## config.mk

```make
export PLATFORM = sky130hd
export DESIGN_NAME = elevator_ctrl
export DESIGN_NICKNAME = d
export VERILOG_FILES = /design/src/rtl/elevator_ctrl.sv
export SDC_FILE = /design/constraint.sdc
export NUM_CORES = 1
export LEC_CHECK = 0
export CAP_MARGIN = 20
export CORE_MARGIN = 10
export CORE_UTILIZATION = 44
export CTS_CLUSTER_SIZE = 14
export DETAILED_ROUTE_END_ITERATION = 10
export PLACE_DENSITY = 0.6
export REMOVE_ABC_BUFFERS = 1
export SYNTH_ARGS = -nofsm -noshare
export SYNTH_HDL_FRONTEND = slang
export SYNTH_SLANG_ARGS = --single-unit
```

## constraint.sdc

```tcl
create_clock -name clk -period 3.4 [get_ports clk]
set_input_delay 0.85 -clock clk [delete_from_list [all_inputs] [get_ports clk]]
set_output_delay 0.85 -clock clk [all_outputs]
set_load 0.01 [all_outputs]
```

## src/rtl/elevator_ctrl.sv

```systemverilog
// Single-car SCAN elevator controller: latches floor requests into a pending
// set, travels one floor per FLOOR_CYCLES clocks and opens the door at each served floor.
module elevator_ctrl #(
  parameter int NUM_FLOORS   = 32,
  parameter int FLOOR_CYCLES = 2,
  parameter int DOOR_CYCLES  = 3
) (
  input  logic       clk,
  input  logic       reset,
  input  logic [4:0] r_f,
  output logic [4:0] t_f,
  output logic [2:0] state_out,
  output logic       door
);

  localparam logic [2:0] ST_IDLE       = 3'b000;
  localparam logic [2:0] ST_MOVE_UP    = 3'b001;
  localparam logic [2:0] ST_MOVE_DOWN  = 3'b010;
  localparam logic [2:0] ST_DOOR_OPEN  = 3'b011;
  localparam logic [2:0] ST_DOOR_CLOSE = 3'b100;

  localparam logic [15:0] FLOOR_LAST = 16'(FLOOR_CYCLES - 1);
  localparam logic [15:0] DOOR_LAST  = 16'(DOOR_CYCLES - 1);
  localparam logic [4:0]  TOP_FLOOR  = 5'(NUM_FLOORS - 1);

  logic [2:0]  state, state_n;
  logic [4:0]  c_f, c_f_n, t_f_n, r_prev;
  logic [4:0]  next_up, next_dn;
  logic        dir, dir_n;
  logic [15:0] timer, timer_n;
  logic [31:0] pending, set_mask, clr_mask;
  logic        capture, door_hit;
  logic        above_any, below_any, above_far_any, below_far_any;
  logic [4:0]  above_near, below_near;

  // Nearest pending floor on each side of the car, plus whether anything lies
  // beyond the adjacent floor (decides whether travel continues after arrival).
  always_comb begin
    above_any     = 1'b0;
    below_any     = 1'b0;
    above_far_any = 1'b0;
    below_far_any = 1'b0;
    above_near    = c_f;
    below_near    = c_f;
    for (int i = NUM_FLOORS - 1; i >= 0; i--) begin
      if (pending[i] && (i > int'(c_f))) begin
        above_any  = 1'b1;
        above_near = 5'(i);
      end
      if (pending[i] && (i > int'(c_f) + 1)) above_far_any = 1'b1;
    end
    for (int i = 0; i < NUM_FLOORS; i++) begin
      if (pending[i] && (i < int'(c_f))) begin
        below_any  = 1'b1;
        below_near = 5'(i);
      end
      if (pending[i] && (i < int'(c_f) - 1)) below_far_any = 1'b1;
    end
  end

  // A changed, in-range r_f is one request; a repeat call for the open floor
  // only keeps the door open instead of becoming pending.
  always_comb begin
    capture  = (r_f != r_prev) && (int'(r_f) < NUM_FLOORS);
    door_hit = capture && (state == ST_DOOR_OPEN) && (r_f == c_f);
    set_mask = '0;
    if (capture && !door_hit) set_mask[r_f] = 1'b1;
  end

  always_comb begin
    state_n  = state;
    c_f_n    = c_f;
    t_f_n    = t_f;
    dir_n    = dir;
    timer_n  = timer;
    clr_mask = '0;
    next_up  = c_f + 5'd1;
    next_dn  = c_f - 5'd1;
    case (state)
      ST_IDLE, ST_DOOR_CLOSE: begin
        timer_n = '0;
        if (pending[c_f]) begin
          state_n       = ST_DOOR_OPEN;
          clr_mask[c_f] = 1'b1;
          t_f_n         = c_f;
        end else if (above_any && (dir || !below_any)) begin
          state_n = ST_MOVE_UP;
          dir_n   = 1'b1;
          t_f_n   = above_near;
        end else if (below_any) begin
          state_n = ST_MOVE_DOWN;
          dir_n   = 1'b0;
          t_f_n   = below_near;
        end else begin
          state_n = ST_IDLE;
        end
      end
      ST_MOVE_UP: begin
        if (above_any) t_f_n = above_near;
        if (timer == FLOOR_LAST) begin
          timer_n = '0;
          if (c_f < TOP_FLOOR) begin
            c_f_n = next_up;
            if (pending[next_up]) begin
              state_n           = ST_DOOR_OPEN;
              clr_mask[next_up] = 1'b1;
            end else if (!above_far_any) begin
              state_n = ST_IDLE;
            end
          end else begin
            state_n = ST_IDLE;
          end
        end else begin
          timer_n = timer + 16'd1;
        end
      end
      ST_MOVE_DOWN: begin
        if (below_any) t_f_n = below_near;
        if (timer == FLOOR_LAST) begin
          timer_n = '0;
          if (c_f > 5'd0) begin
            c_f_n = next_dn;
            if (pending[next_dn]) begin
              state_n           = ST_DOOR_OPEN;
              clr_mask[next_dn] = 1'b1;
            end else if (!below_far_any) begin
              state_n = ST_IDLE;
            end
          end else begin
            state_n = ST_IDLE;
          end
        end else begin
          timer_n = timer + 16'd1;
        end
      end
      ST_DOOR_OPEN: begin
        if (door_hit) begin
          timer_n = '0;
        end else if (timer == DOOR_LAST) begin
          state_n = ST_DOOR_CLOSE;
          timer_n = '0;
        end else begin
          timer_n = timer + 16'd1;
        end
      end
      default: begin
        state_n = ST_IDLE;
        timer_n = '0;
      end
    endcase
  end

  // Capture wins over a same-edge clear so a fresh call is never lost.
  always_ff @(posedge clk or negedge reset) begin
    if (!reset) begin
      state   <= ST_IDLE;
      c_f     <= '0;
      t_f     <= '0;
      dir     <= 1'b1;
      timer   <= '0;
      pending <= '0;
      r_prev  <= '0;
      door    <= 1'b0;
    end else begin
      state   <= state_n;
      c_f     <= c_f_n;
      t_f     <= t_f_n;
      dir     <= dir_n;
      timer   <= timer_n;
      pending <= (pending & ~clr_mask) | set_mask;
      r_prev  <= r_f;
      door    <= (state_n == ST_DOOR_OPEN);
    end
  end

  assign state_out = state;

endmodule

```

Yosys cells after proc, flatten, opt, wreduce, memory -nomap -nowiden
Index checks and enable logic that the tools add are counted.
{"block": "totals", "output_inout_bits": 9, "latch_bits": 0, "input_bits": 7, "mem_count": 0, "register_bits": 68, "mem_bits_ro": 0, "word_cells": 554, "ram_bits": 0}
{"block": "classes", "add_sub_neg": 5, "mul": 0, "n_shift": 0, "mux": 241, "bitwise_logic": 4, "eq_ne": 14, "div": 0, "reduce_logical": 146, "order_cmp": 136}
{"op": "$gt A6 B32 Y1 const A", "n": 16}
{"op": "$mux W5", "n": 70}
{"op": "$gt A5 B32 Y1 const A", "n": 8}
{"op": "$mux W32", "n": 8}
{"op": "$mux W1", "n": 135}
{"op": "$logic_and A1 B1 Y1", "n": 134}
{"op": "$gt A4 B32 Y1 const A", "n": 4}
{"op": "$lt A6 B6 Y1 const A", "n": 16}
{"op": "$pmux W32 S3", "n": 1}
{"op": "$gt A5 B5 Y1 const A", "n": 16}
{"op": "$lt A5 B5 Y1 const A", "n": 15}
{"op": "$gt A3 B32 Y1 const A", "n": 2}
{"op": "$lt A5 B6 Y1 const A", "n": 8}
{"op": "$mux W16", "n": 3}
{"op": "$gt A4 B5 Y1 const A", "n": 8}
{"op": "$lt A4 B5 Y1 const A", "n": 8}
{"op": "$and A32 B32 Y32", "n": 1}
{"op": "$gt A2 B32 Y1 const A", "n": 1}
{"op": "$not A32 Y32", "n": 1}
{"op": "$or A32 B32 Y32", "n": 1}
{"op": "$pmux W16 S2", "n": 1}
{"op": "$mux W3", "n": 10}
{"op": "$lt A4 B6 Y1 const A", "n": 4}
{"op": "$lt A5 B6 Y1 const B", "n": 4}
{"op": "other kinds (42)", "n": 71}

Logic depth before layout (Yosys ltp)
Gate-level depths: netlist of run 1.
{"block": "logic_depth", "ltp_word": 41, "depth_mapped": 15, "mapped_depth_nobuf": 11}

Worst setup path before layout of run 1
Ideal clock, no wire load.
{"block": "synth_path", "path_type": "register to register", "start": "reg c_f[1]", "end": "reg pending[9]", "slack_ns": -0.175, "setup_time_ns": 0.110, "required_ns": 3.290, "path_buffers": 4, "synth_period_minus_slack_ns": 3.575, "arrival_ns": 3.465, "path_stages_with_launch": 16, "path_cell_list": "dfrtp_1 -> buf_2 -> buf_4 -> clkinv_1 -> ha_1 -> nand2b_1 -> nand2_2 -> buf_2 -> mux4_2 -> mux4_2 -> mux2i_4 -> nor3_1 -> and2_1 -> buf_6 -> a221o_1 -> o41ai_1"}
{"block": "synth_between", "elab_chain_len": 12, "elab_cells_between_ends": 41, "classes_between": "add/sub: 2; order compare: 8; eq/ne: 1; mux: 21; bitwise: 3; reduce/logical: 6"}
{"element": "start, declared", "line": "27", "source": "logic [4:0] c_f, c_f_n, t_f_n, r_prev;"}
{"element": "start signal, assigned", "line": "166", "source": "c_f <= c_f_n;"}
{"element": "$sub A5 B1 Y5 / $add A5 B1 Y5 (equally long branches)", "line": "78, 77"}
{"element": "$lt A5 B6 Y1 (implied by the code), or another cell as far along", "line": "125", "source": "clr_mask[next_dn] = 1'b1;"}
{"element": "$logic_and A1 B1 Y1 (on tied branches)", "line": "125, 106"}
{"element": "$mux W1 (on tied branches)", "line": "125, 106"}
{"element": "$demux W1 S5 (on tied branches)", "line": "125, 106"}
{"element": "$mux W32 (on tied branches)", "line": "123, 104"}
{"element": "$mux W32 (on tied branches)", "line": "121, 102"}
{"element": "$mux W32 (on tied branches)", "line": "119, 100"}
{"element": "$pmux W32 S3", "line": "79", "source": "case (state)"}
{"element": "$not A32 Y32", "line": "170", "source": "pending <= (pending & ~clr_mask) | set_mask;"}
{"element": "$and A32 B32 Y32", "line": "170"}
{"element": "$or A32 B32 Y32 (*)", "line": "170"}
{"element": "end signal, assigned", "line": "170"}
{"element": "end, declared", "line": "31", "source": "logic [31:0] pending, set_mask, clr_mask;"}
Mark *: on every way between the ends. The rest lies on a longest branch, timed or not. The select of a mux whose other input is x is not followed.
A chain may end at the register's enable or synchronous reset.

Worst setup path in the final report of run 1
{"block": "layout_path", "start": "reg c_f[0]", "end": "reg pending[11]"}
Same word-level chain as after synthesis.

==> results.yml, run 1 <==
clock_tree:
  clock_path_buffers: 2
  tritoncts: "yes"
  root_buffer: "clkbuf_16"
  clock_sinks: 68
  clk_pin_slew_worst_paths_ns: 0.06
  htreeDepth: 3
  cts_hold_buf: 0
  clk_latency_ns: 0.35
  cts-buffers-inserted: 9
floorplanning:
  io_pins: 16
  die_h_um: 153
  initial_core_util_pct: 45.0
  core_mm2: 0.0174
  fp.dieW_um: 153
  rows: 48
  die-area_mm2: 0.0235
power_and_ir_drop:
  p_leak_uw: 0.00345
  ir_drop_mv: 0.590
  powerDensity_mw_per_mm2: 1200
  power_uw: 10800
layout:
  diodes: 0
  layout-drive-gt1-share_pct: 18.3
  fillers: 1697
  area_growth_pct: 15.7
  final_net_count: 1084
detailed_routing:
  routedWlPerCell_um: 26.9
  via_count: 9310
  viasPerCell: 7.18
  drt_first_pass_iters: 6
  drt_iter0_markers: 1677
  ant_nets: 0
  routed_wl_mm: 35.0
  drc: 0
global_route:
  grt_pass1_wl_mm: 53.3
  grt_usage_pct: 28.3
  antenna_found_initial: 0
  grt_pass1_vias: 8952
  overflow: 0
  grt_max_degree: 45
setup_path:
  path_class: "reg -> reg"
  r2r-start: "c_f[0]"
  timing.rr.end: "pending[11]"
  crit_end: "pending[11]"
  r2r_slack_ns: 0.14
  worstSetupStartpoint: "c_f[0]"
  start_kind: "register"
  required_ns: 3.67
  rr_worst_depth: 9
  cp.arrival_ns: 3.53
  end_kind: "register"
  path_max_fanout: 17
sta:
  slew_headroom_pct: 47.8
  timing.final.max_slew_violations: 0
  finalSetupTns_ns: 0
  fin_skew_ns: 0.0112
  hold_viol: 0
  fmax_mhz: 307
  fin_crit_ns: 3.26
  rsz0062_at_grt: "false"
  setup_viol: 0
  worst_pin_slew_ns: 0.783
  fin_crit_sh_pct: 95.9
  hold_ws_ns: 0.506
placed_design:
  io_buffers: 15
  dpl.hpwl_mm: 25.8
  gp_congestion: 1.08
yosys:
  synth_mux_area_share_pct: 9.28
  postSynth.asyncResetShare_pct: 100
  synth-seq-cells: 68
  synth_top_family_by_area: "compound AO/OA/AOI/OAI gates"
  syn_avg_cell_area_um2: 7.65
  synthAdderAreaFrac_pct: 1.60
  synthCells: 1021
  synth_xor_area_share_pct: 4.47
  synthTopCellsByArea: "dfrtp_1, o21ai_0, mux4_2"
  synth_ff_type: "dfrtp_1"
  synth-simple-area-share_pct: 21.3
  ys_types: 90
  yosys_warnings: 0
  syn-cell-area_mm2: 0.00781
  synth_edf_count: 0
  synth-compound-area-share_pct: 34.5
  ys_seq_area_share_pct: 21.8
  post-synth-top-area-cell: "dfrtp_1"
  synth_top_area_share_pct: 21.5
status:
  status: "finished clean"
hold_path:
  hp-class: "in -> async"
flow_run:
  cap_violations: 0
==> cells by family (layout without fill, tap and decap cells) <==
group                      Yosys count  after routing
buffers and inverters              123            174
and+or+nand+nor                    335            335
adders and majority gates           10             10
muxes                               37             37
AOI/OAI and AO/OA                  409            409
DFF                                 68             68
xor gates and xnor gates            39             39
==> worst max-delay path, cell delays in order (launching register included) <==
cell and delay, ns:
dfrtp_2 0.45, ha_1 0.25, xor2_2 0.24, buf_4 0.28, mux4_2 0.34, mux4_2 0.50
mux2i_4 0.36, nor2b_1 0.27, a221o_1 0.41, o21ai_0 0.08
==> final cells by class <==
class | count | area [µm²] | share of cell area, %
multi-input cells | 830 | 5580 | 61.8
flip-flops and latches | 68 | 1710 | 18.9
repair buffers | 125 | 1030 | 11.4
well taps | 225 | 282 | 3.12
clock buffers | 9 | 225 | 2.49
inverters | 33 | 124 | 1.37
clock inverters | 7 | 80.1 | 0.886
==> layer usage <==
layer / global-route usage [%] / wire [µm]
met5: 0 / 0
met3: 6.29 / 4220
met2: 40.9 / 14600
met1: 37.3 / 13600
met4: 18.3 / 2590
==> registers in the layout, indices dropped and copies added, names as in the netlist <==
name / flops
c_f: 5
dir: 1
door: 1
pending: 32
r_prev: 5
state_out: 3
t_f: 5
timer: 16
==> cells in the final DEF, fill, tap and decap left out, types with 9 or more instances in the layout <==
| master | instances |
|---|---|
| a21boi_0 | 10 |
| nor4_1 | 12 |
| nor2b_1 | 10 |
| dfrtp_1 | 62 |
| nand2_1 | 90 |
| and3_1 | 15 |
| nor2_1 | 79 |
| nand3_1 | 46 |
| inv_1 | 29 |
| nand2b_1 | 12 |
| o21ai_0 | 121 |
| o31ai_1 | 9 |
| a31oi_1 | 14 |
| mux4_2 | 26 |
| buf_4 | 105 |
| clkbuf_16 | 9 |
| o22ai_1 | 21 |
| xor2_1 | 14 |
| o211ai_1 | 11 |
| a221o_1 | 30 |
| clkdlybuf4s50_1 | 14 |
| ha_1 | 10 |
| a21oi_1 | 81 |
| nor3_1 | 15 |
| o21ai_1 | 9 |
| nand4_1 | 10 |
| xnor2_1 | 23 |
==> worst min-delay path by stage <==
stage / startpoint / endpoint / cells after the start
floorplan: timer[0] / timer[0] / 1
global placement: t_f[3] / t_f[3] / 2
detailed placement: t_f[3] / t_f[3] / 2
CTS: reset / t_f[3] / 1
global route: t_f[3] / t_f[3] / 2
finish: reset / t_f[0] / 1
==> through the flow <==
stage          worst slack, ns  instance area [µm²]  cells  utilization (%)
3_3_place_gp            0.0721                 8690   1280             50.1
6_report                 0.141                 9030   1297             52.1
2_1_floorplan            -1.20                 7380    931                -
4_1_cts                 0.0671                 9000   1296             51.9
5_1_grt                0.00424                 9030   1297             52.1
3_5_place_dp            0.0892                 8690   1280             50.1
==> timing repair <==
| item | 4_1_cts | 5_1_grt |
|---|---|---|
| endpoints found under the setup margin | 0 | 12 |
| setup buffers | 0 | 1 |
| endpoints found under the hold margin | 0 | 0 |
| resized for setup | 0 | 9 |
==> where the power goes <==
group	internal, µW	switching (µW)
Clock	578	411
Combinational	3220	4850
Sequential	1040	745
==> synthesized netlist by cell type, types with 11 or more instances <==
master / n
a21oi_1: 82
clkbuf_1: 47
nand3_1: 46
a221o_1: 30
nor4_1: 12
inv_1: 29
nor3_1: 15
o21ai_0: 122
o22ai_1: 21
o211ai_1: 11
xor2_1: 15
a31oi_1: 14
xnor2_1: 23
nor2_1: 79
dfrtp_1: 67
and3_1: 15
buf_2: 25
mux4_2: 26
nand2b_1: 12
nand2_1: 90
Power figures use the tool's default switching activity.
==> run 2: changes to the inputs <==
--- a/config.mk
+++ b/config.mk
@@ -10,7 +10,7 @@
 export CORE_UTILIZATION = 44
 export CTS_CLUSTER_SIZE = 14
 export DETAILED_ROUTE_END_ITERATION = 10
-export PLACE_DENSITY = 0.6
+export PLACE_DENSITY = 0.58
 export REMOVE_ABC_BUFFERS = 1
 export SYNTH_ARGS = -nofsm -noshare
 export SYNTH_HDL_FRONTEND = slang
==> constraint.sdc (replaced) <==
create_clock -name clk -period 4.1 [get_ports clk]
set_input_delay 1.025 -clock clk [delete_from_list [all_inputs] [get_ports clk]]
set_output_delay 1.025 -clock clk [all_outputs]
set_load 0.01 [all_outputs]
==> run 2 against run 1 <==
  * Register-to-register slack gained 0.32 ns
  * Hold slack gained 0.011 ns
  * Largest power group unchanged
  * Sequential share of layout area grew 0.96 points
  * Final cell count shrank 3.9%
==> results.yml, run 2 (synthesis results as in run 1) <==
placed_design:
  dpl.hpwl_mm: 25.1
  io_buffers: 15
  gp_congestion: 1.07
sta:
  hold_viol: 0
  fin_crit_ns: 3.64
  slew_headroom_pct: 45.3
  fin_skew_ns: 0.0108
  fin_crit_sh_pct: 88.8
  fmax_mhz: 275
  finalSetupTns_ns: 0
  worst_pin_slew_ns: 0.814
  setup_viol: 0
  hold_ws_ns: 0.517
  rsz0062_at_grt: "false"
  timing.final.max_slew_violations: 0
status:
  status: "finished clean"
layout:
  reg.largest.list: "pending x32, timer x16"
  diodes: 0
  layout_commonest_cell: "o21ai_0"
  area_growth_pct: 10.1
  layout_common_cells: "o21ai_0, nand2_1, a21oi_1, nor2_1, dfrtp_1"
  regMostFlops: "pending"
  layout-drive-gt1-share_pct: 13.7
  final_net_count: 1034
  largest_reg_flops: 32
setup_path:
  r2r-start: "c_f[0]"
  worstSetupStartpoint: "c_f[0]"
  cp.arrival_ns: 3.90
  start_kind: "register"
  crit_slowest_cell: "a221oi_1"
  cpMostUsedCell: "a21oi_1"
  path_class: "reg -> reg"
  rr_worst_depth: 12
  crit_chain: "inv_2, ha_1, buf_4, nand4_1, a21oi_1, o2bb2ai_1, a21oi_1, o21bai_1, a31o_2, a221oi_1, o221ai_1, a41oi_1"
  end_kind: "register"
  cpPeakStageDelay_ns: 0.57
  required_ns: 4.36
  r2r_slack_ns: 0.46
  path_max_fanout: 12
power_and_ir_drop:
  powerDensity_mw_per_mm2: 1000
  p_leak_uw: 0.00319
  ir_drop_mv: 0.388
global_route:
  grt_pass1_vias: 8671
  grt_pass1_wl_mm: 53.3
  met1_usage_pct: 36.5
  grt_max_degree: 52
  overflow: 0
  antenna_found_initial: 0
  grtUsageMet2_pct: 41.9
  busiest_layer: "met2"
  use_met3_pct: 7.10
  grt_usage_pct: 28.5
clock_tree:
  clock_path_buffers: 2
  clk_latency_ns: 0.35
  htreeDepth: 3
  clock_sinks: 68
  tritoncts: "yes"
  post_cts_resized: 0
  clk_pin_slew_worst_paths_ns: 0.07
  cts-buffers-inserted: 9
  cts_hold_buf: 0
  root_buffer: "clkbuf_16"
  post_cts_buffers: 0
floorplanning:
  die-area_mm2: 0.0235
  io_pins: 16
  initial_core_util_pct: 45.0
  rows: 48
  die_h_um: 153
  core_mm2: 0.0174
  fp.dieW_um: 153
detailed_routing:
  routed_wl_mm: 34.7
  drt_iter0_markers: 1353
  viasPerCell: 7.26
  ant_nets: 0
  routedWlPerCell_um: 27.8
  drt_first_pass_iters: 6
  via_count: 9047
  drc: 0
hold_path:
  hp-class: "in -> async"
flow_run:
  cap_violations: 0
-- run 2: path summary, 6_finish.rpt --
path / endpoint
max: t_f[1]
min: t_f[2]
max reg2reg: t_f[1]
min reg2reg: t_f[3]
max in group asynchronous: c_f[1]
min in group clk: t_f[3]
-- run 2: power breakdown --
group | internal, µW | switching (µW) | total (µW) | leakage [µW]
logic | 2380 | 3920 | 6300 | 0.00230
registers | 860 | 620 | 1480 | 0.000750
clock network | 482 | 339 | 821 | 0.000145
total | 3720 | 4880 | 8600 | 0.00319
-- run 2: per-stage QoR --
step	area (µm²)	util, %	total power, µW	std cells	setup slack (ns)
after detailed placement	8290	47.8	7470	1231	0.465
after global placement	8290	47.8	7520	1231	0.463
after CTS	8600	49.5	8320	1247	0.592
after floorplan	7380	-	5160	931	-0.496
final	8600	49.5	8600	1247	0.461
after global routing	8600	49.5	9050	1247	0.284
-- run 2: metal layers --
metal | wire length (µm) | part of all wire, %
met1 | 13500 | 39
met4 | 2600 | 7.5
met2 | 14400 | 42
met3 | 4180 | 12
met5 | 0 | 0
-- run 2: worst max-delay path: cells and delay by family (launching register included) --
family | cells | cell delay [ns]
AND/OR/NAND/NOR | 1 | 0.14
buffers and inverters | 2 | 0.44
AO/OA/AOI/OAI | 8 | 2.02
adder cells (fa/ha/maj) | 1 | 0.44
flip-flops | 1 | 0.50
-- run 2: cell type report --
class                           instances  area, µm²
Clock inverter                          7       82.6
Tap cell                              225        282
Sequential cell                        68       1710
Inverter                               33        124
Clock buffer                            9        225
Multi-Input combinational cell        830       5550
Fill cell                            1727       8760
Timing Repair Buffer                   75        621
==> run 3: changes to the inputs <==
--- a/config.mk
+++ b/config.mk
@@ -5,6 +5,7 @@
 export SDC_FILE = /design/constraint.sdc
 export NUM_CORES = 1
 export LEC_CHECK = 0
+export ABC_CLOCK_PERIOD_IN_PS = 4100
 export CAP_MARGIN = 20
 export CORE_MARGIN = 10
 export CORE_UTILIZATION = 44
==> results of run 3 <==
Same layout as run 2: the final DEF is identical, and so are final timing and power.
==> edit 1 (config.mk and constraints of run 1) <==
Register the input `r_f` before use, without a reset. The logic sees it one clock later.
--- a/src/rtl/elevator_ctrl.sv
+++ b/src/rtl/elevator_ctrl.sv
@@ -22,6 +22,12 @@
   localparam logic [15:0] FLOOR_LAST = 16'(FLOOR_CYCLES - 1);
   localparam logic [15:0] DOOR_LAST  = 16'(DOOR_CYCLES - 1);
   localparam logic [4:0]  TOP_FLOOR  = 5'(NUM_FLOORS - 1);
+
+  logic [4:0] r_f_q;
+
+  always_ff @(posedge clk) begin
+    r_f_q <= r_f;
+  end
 
   logic [2:0]  state, state_n;
   logic [4:0]  c_f, c_f_n, t_f_n, r_prev;
@@ -61,10 +67,10 @@
   // A changed, in-range r_f is one request; a repeat call for the open floor
   // only keeps the door open instead of becoming pending.
   always_comb begin
-    capture  = (r_f != r_prev) && (int'(r_f) < NUM_FLOORS);
-    door_hit = capture && (state == ST_DOOR_OPEN) && (r_f == c_f);
+    capture  = (r_f_q != r_prev) && (int'(r_f_q) < NUM_FLOORS);
+    door_hit = capture && (state == ST_DOOR_OPEN) && (r_f_q == c_f);
     set_mask = '0;
-    if (capture && !door_hit) set_mask[r_f] = 1'b1;
+    if (capture && !door_hit) set_mask[r_f_q] = 1'b1;
   end
 
   always_comb begin
@@ -168,7 +174,7 @@
       dir     <= dir_n;
       timer   <= timer_n;
       pending <= (pending & ~clr_mask) | set_mask;
-      r_prev  <= r_f;
+      r_prev  <= r_f_q;
       door    <= (state_n == ST_DOOR_OPEN);
     end
   end
Behaviour: not the same (a bounded check fails within 4 cycles, from zero or initial values and one cycle with reset low).
==> edit 1 against run 1 <==
The flow now finishes with violations (setup timing). Non-clock buffer count increased by 34. Critical path depth increased by 1. Sequential power increased by 6%. Die area increased by 8.3%. Area after synthesis increased by 9.6%. Design area increased by 11%. Sequential cell count increased by 5. Worst setup slack got worse by 0.16 ns. First-iteration DRC count decreased by 6.0%. Wire length increased by 15%. Maximum frequency decreased by 4.5%. Power increased by 13%. Critical endpoint is now state_out[0]. Largest power group unchanged. Highest routed layer unchanged.
==> edit 1: results <==
synthesis:
  synth_seq_area_share_pct: 21.1
  ys_async_sr_fraction_pct: 93.2
  synthMostInstantiatedCell: "sky130_fd_sc_hd__nand2_1"
  postSynth.topFlopCell: "sky130_fd_sc_hd__dfrtp_1"
  netlist_instances: 1085
  post_synth_most_frequent_cells: "101 x sky130_fd_sc_hd__nand2_1, 82 x sky130_fd_sc_hd__nor2_1, 67 x sky130_fd_sc_hd__dfrtp_1, 64 x sky130_fd_sc_hd__a21oi_1, 64 x sky130_fd_sc_hd__o21ai_0"
  yosys-top-cells-area: "sky130_fd_sc_hd__dfrtp_1 20%, sky130_fd_sc_hd__mux4_2 4.7%, sky130_fd_sc_hd__nand2_1 4.4%, sky130_fd_sc_hd__o22ai_1 4.4%, sky130_fd_sc_hd__a21oi_1 3.7%"
  post_synth_num_cell_types: 111
global_route:
  vias_in_the_first_global_route: 9491
  antenna_found_initial: 1
  track_usage_pct: 30.0
  grt_pass1_wl_um: 60000
  met2_usage_pct: 44.0
  met1_capacity_usage_during_global_routing_pct: 38.9
  grt_max_degree: 50
  grt_use_met3_pct: 7.26
layout:
  nets: 1172
  final.fill_count: 1891
  drive_gt1_share_pct: 20.5
  post_layout_nonfiller_instances: 1421
placement:
  postPlaceCellArea_sq_um: 9650
  place_worst_setup_slack_ns: 0.0760
  dpl.cell_count: 1403
  port_buffers: 15
  place_congestion: 1.06
  hpwlAfterDp_um: 30200
drt:
  drt-wirelength-per-cell_um: 28.3
  vias: 10100
  detailedRoute.firstPassIterationCount: 7
  wl_met1_um: 15500
  top_routing_layer_in_use: "met4"
  met2_wl_post_dr_um: 16700
  wl_met3_um: 4840
  drt_iter0_drc: 1576
clock_network:
  clk_transition_reported_paths_ns: 0.07
  cts_max_level: 3
  postCtsSetupRepairBufs: 0
  cts_resized: 0
worst_setup_path:
  timing.critical_path.fanout_max: 38
  setup.worst_path.end: "state_out[0]"
  r2r_end: "state_out[0]"
  reg2reg_from: "c_f[0]"
  timing.critical_path.slowest_cell_delay_ns: 0.54
  worst-endpoint-arrival_ns: 3.63
  worst-r2r-cell-count: 10
  cpLargestDelayFamily: "compound AO/OA/AOI/OAI gates"
power:
  power.share.combinational_pct: 75.6
  p_leak_nw: 3.89
  power.internal_w: 0.00548
  ir_drop_mv: 0.526
  p_total_w: 0.0123
  power_frac_seq_pct: 15.4
status:
  failing_checks: "setup timing"
  outcome: "complete, but fails checks"
timing:
  finalWorstSetupSlack_ns: -0.0142
  finalSetupViolCount: 2
  slew-limit-headroom_pct: 39.3
  totalNegativeSetupSlack_ns: -0.0212
  final.setup_skew_ns: 0.0120
worst_hold_path:
  hold_path_class: "reg -> reg"
-- edit 1: cells by family after synthesis --
family | after synthesis | share of synthesized area [%]
AO/OA/AOI/OAI | 405 | 31.8
AND/OR/NAND/NOR | 379 | 23.8
buffers and inverters | 129 | 7.92
flip-flops | 73 | 21.1
multiplexers | 53 | 9.69
XOR/XNOR | 35 | 4.06
adder cells (fa/ha/maj) | 11 | 1.61
-- edit 1: per-stage QoR --
step	util [%]	hold slack, ns
after floorplan	-	0.390
after global placement	51.1	0.415
after detailed placement	51.1	0.420
after CTS	52.8	0.429
after global routing	53.0	0.455
final	53.1	0.430
-- edit 1: layout make-up --
cell class / count / share of cell area, %
diodes: 2 / 0.0499
clock buffers: 9 / 2.25
clock inverters: 7 / 1.10
inverters: 28 / 1.05
multi-input cells: 883 / 61.0
flip-flops and latches: 73 / 18.1
well taps: 260 / 3.25
repair buffers: 159 / 13.3
==> edit 2 (config.mk and constraints of run 1) <==
Without the edit above. Change the parameter `NUM_FLOORS` from 32 to 48.
--- a/src/rtl/elevator_ctrl.sv
+++ b/src/rtl/elevator_ctrl.sv
@@ -1,7 +1,7 @@
 // Single-car SCAN elevator controller: latches floor requests into a pending
 // set, travels one floor per FLOOR_CYCLES clocks and opens the door at each served floor.
 module elevator_ctrl #(
-  parameter int NUM_FLOORS   = 32,
+  parameter int NUM_FLOORS   = 48,
   parameter int FLOOR_CYCLES = 2,
   parameter int DOOR_CYCLES  = 3
 ) (
Check against the original RTL: not equivalent (a bounded check fails within 4 cycles, from zero or initial values and one cycle with reset low).
==> edit 2 against run 1 <==
Worst setup slack got worse by 0.057 ns. Area after synthesis is 1.0% higher. Design area up 1.0%. Wire length increased by 2.5%. Power is 1.3% lower. Sequential cell count is the same. Synthesized cell count decreased by 2.4%. Critical path depth stayed put. Sequential share of layout area is 0.21 points lower. Critical endpoint is now door.
==> edit 2: results <==
status:
  outcome: "finished clean"
synthesis:
  avgSynthCellArea_sq_um: 7.91
  yosys-top-cells-area: "sky130_fd_sc_hd__dfrtp_1 21%, sky130_fd_sc_hd__o21ai_0 5.8%, sky130_fd_sc_hd__nor2_1 4.2%, sky130_fd_sc_hd__nand2_1 3.9%, sky130_fd_sc_hd__mux4_2 2.9%"
  post_synth_num_cell_types: 108
  post_synth_most_frequent_cells: "91 x sky130_fd_sc_hd__o21ai_0, 89 x sky130_fd_sc_hd__nor2_1, 82 x sky130_fd_sc_hd__nand2_1, 67 x sky130_fd_sc_hd__dfrtp_1, 42 x sky130_fd_sc_hd__clkbuf_1"
  netlist.area_leader.share_pct: 21.3
layout:
  drive_gt1_share_pct: 19.4
  post_layout_nonfiller_instances: 1281
  final.fill_count: 1724
  finish.utilization_pct: 52.4
power:
  ir_drop_mv: 0.603
  p_leak_nw: 3.62
worst_setup_path:
  timing.critical_path.slowest_cell_delay_ns: 0.59
  crit_path_top_delay_cell: "sky130_fd_sc_hd__dfrtp_2"
  worst-endpoint-arrival_ns: 3.51
  timing.critical_path.fanout_max: 14
placement:
  place_worst_setup_slack_ns: 0.000832
  hpwlAfterDp_um: 26900
  place_congestion: 1.06
  postPlaceCellArea_sq_um: 8760
timing:
  slew-limit-headroom_pct: 30.6
  final.setup_skew_ns: 0.00932
global_route:
  track_usage_pct: 28.9
  grt_max_degree: 58
  grt_pass1_wl_um: 53600
drt:
  detailedRoute.firstPassIterationCount: 9
  drt-wirelength-per-cell_um: 28.0
-- edit 2: final cells by class --
type | instances | share of cell area, %
Multi-Input combinational cell | 800 | 61.2
Sequential cell | 68 | 18.7
Timing Repair Buffer | 131 | 11.9
Tap cell | 225 | 3.08
Clock buffer | 10 | 2.51
Inverter | 40 | 1.64
Clock inverter | 6 | 0.973
Antenna cell | 1 | 0.0274
-- edit 2: worst paths after layout --
path | from | end | slack (ns) | cells past startpoint
worst min register to register | dir | dir | 0.51 | 2
worst min-delay path | dir | dir | 0.51 | 2
max in group asynchronous | reset | pending[22] | 1.92 | 2
min in group asynchronous | reset | timer[9] | 0.67 | 1
worst max-delay path | c_f[3] | door | 0.08 | 9
worst max register to register | c_f[3] | door | 0.08 | 9
-- edit 2: metal layers --
layer | track usage, % | wire, um | up-vias
met2 | 42.8 | 15000 | 711
met1 | 36.2 | 13800 | 4316
met3 | 8.56 | 4520 | 171
met4 | 17.2 | 2410 | 0
met5 | 0 | 0 | -
li1 | - | - | 3907
-- edit 2: power breakdown --
part / leakage (nW) / internal [W] / switching, W
Sequential: 0.757 / 0.00107 / 0.000451
Combinational: 2.71 / 0.00313 / 0.00504
Clock: 0.149 / 0.000642 / 0.000380
Total: 3.62 / 0.00484 / 0.00587
-- edit 2: repair_timing --
action | CTS | global route
pin swaps | 0 | 3
buffers inserted | 0 | 1
resized for setup | 1 | 10
setup endpoints to repair | 7 | 20
hold buffers | 0 | 0
-- edit 2: per-stage QoR --
step / hold slack (ns) / setup TNS [ns]
after floorplan: 0.476 / -61.90
after global placement: 0.498 / 0
after detailed placement: 0.507 / 0
after CTS: 0.514 / 0
after global routing: 0.532 / -0.00282
final: 0.511 / 0
-- edit 2: logic make-up after synthesis --
logic type / synth area share [%]
simple gates: 23.4
xor+xnor: 4.27
fa+ha+maj: 2.06
mux: 6.63
flops: 21.6
compound gates: 33.9
buf+inv: 8.10
-- edit 2: worst max-delay path, delay by kind of cell, from the launching register on --
kind	cells	cell delay [ns]
simple gates	3	0.81
compound gates	4	1.26
buf+inv	2	0.50
flops	1	0.59
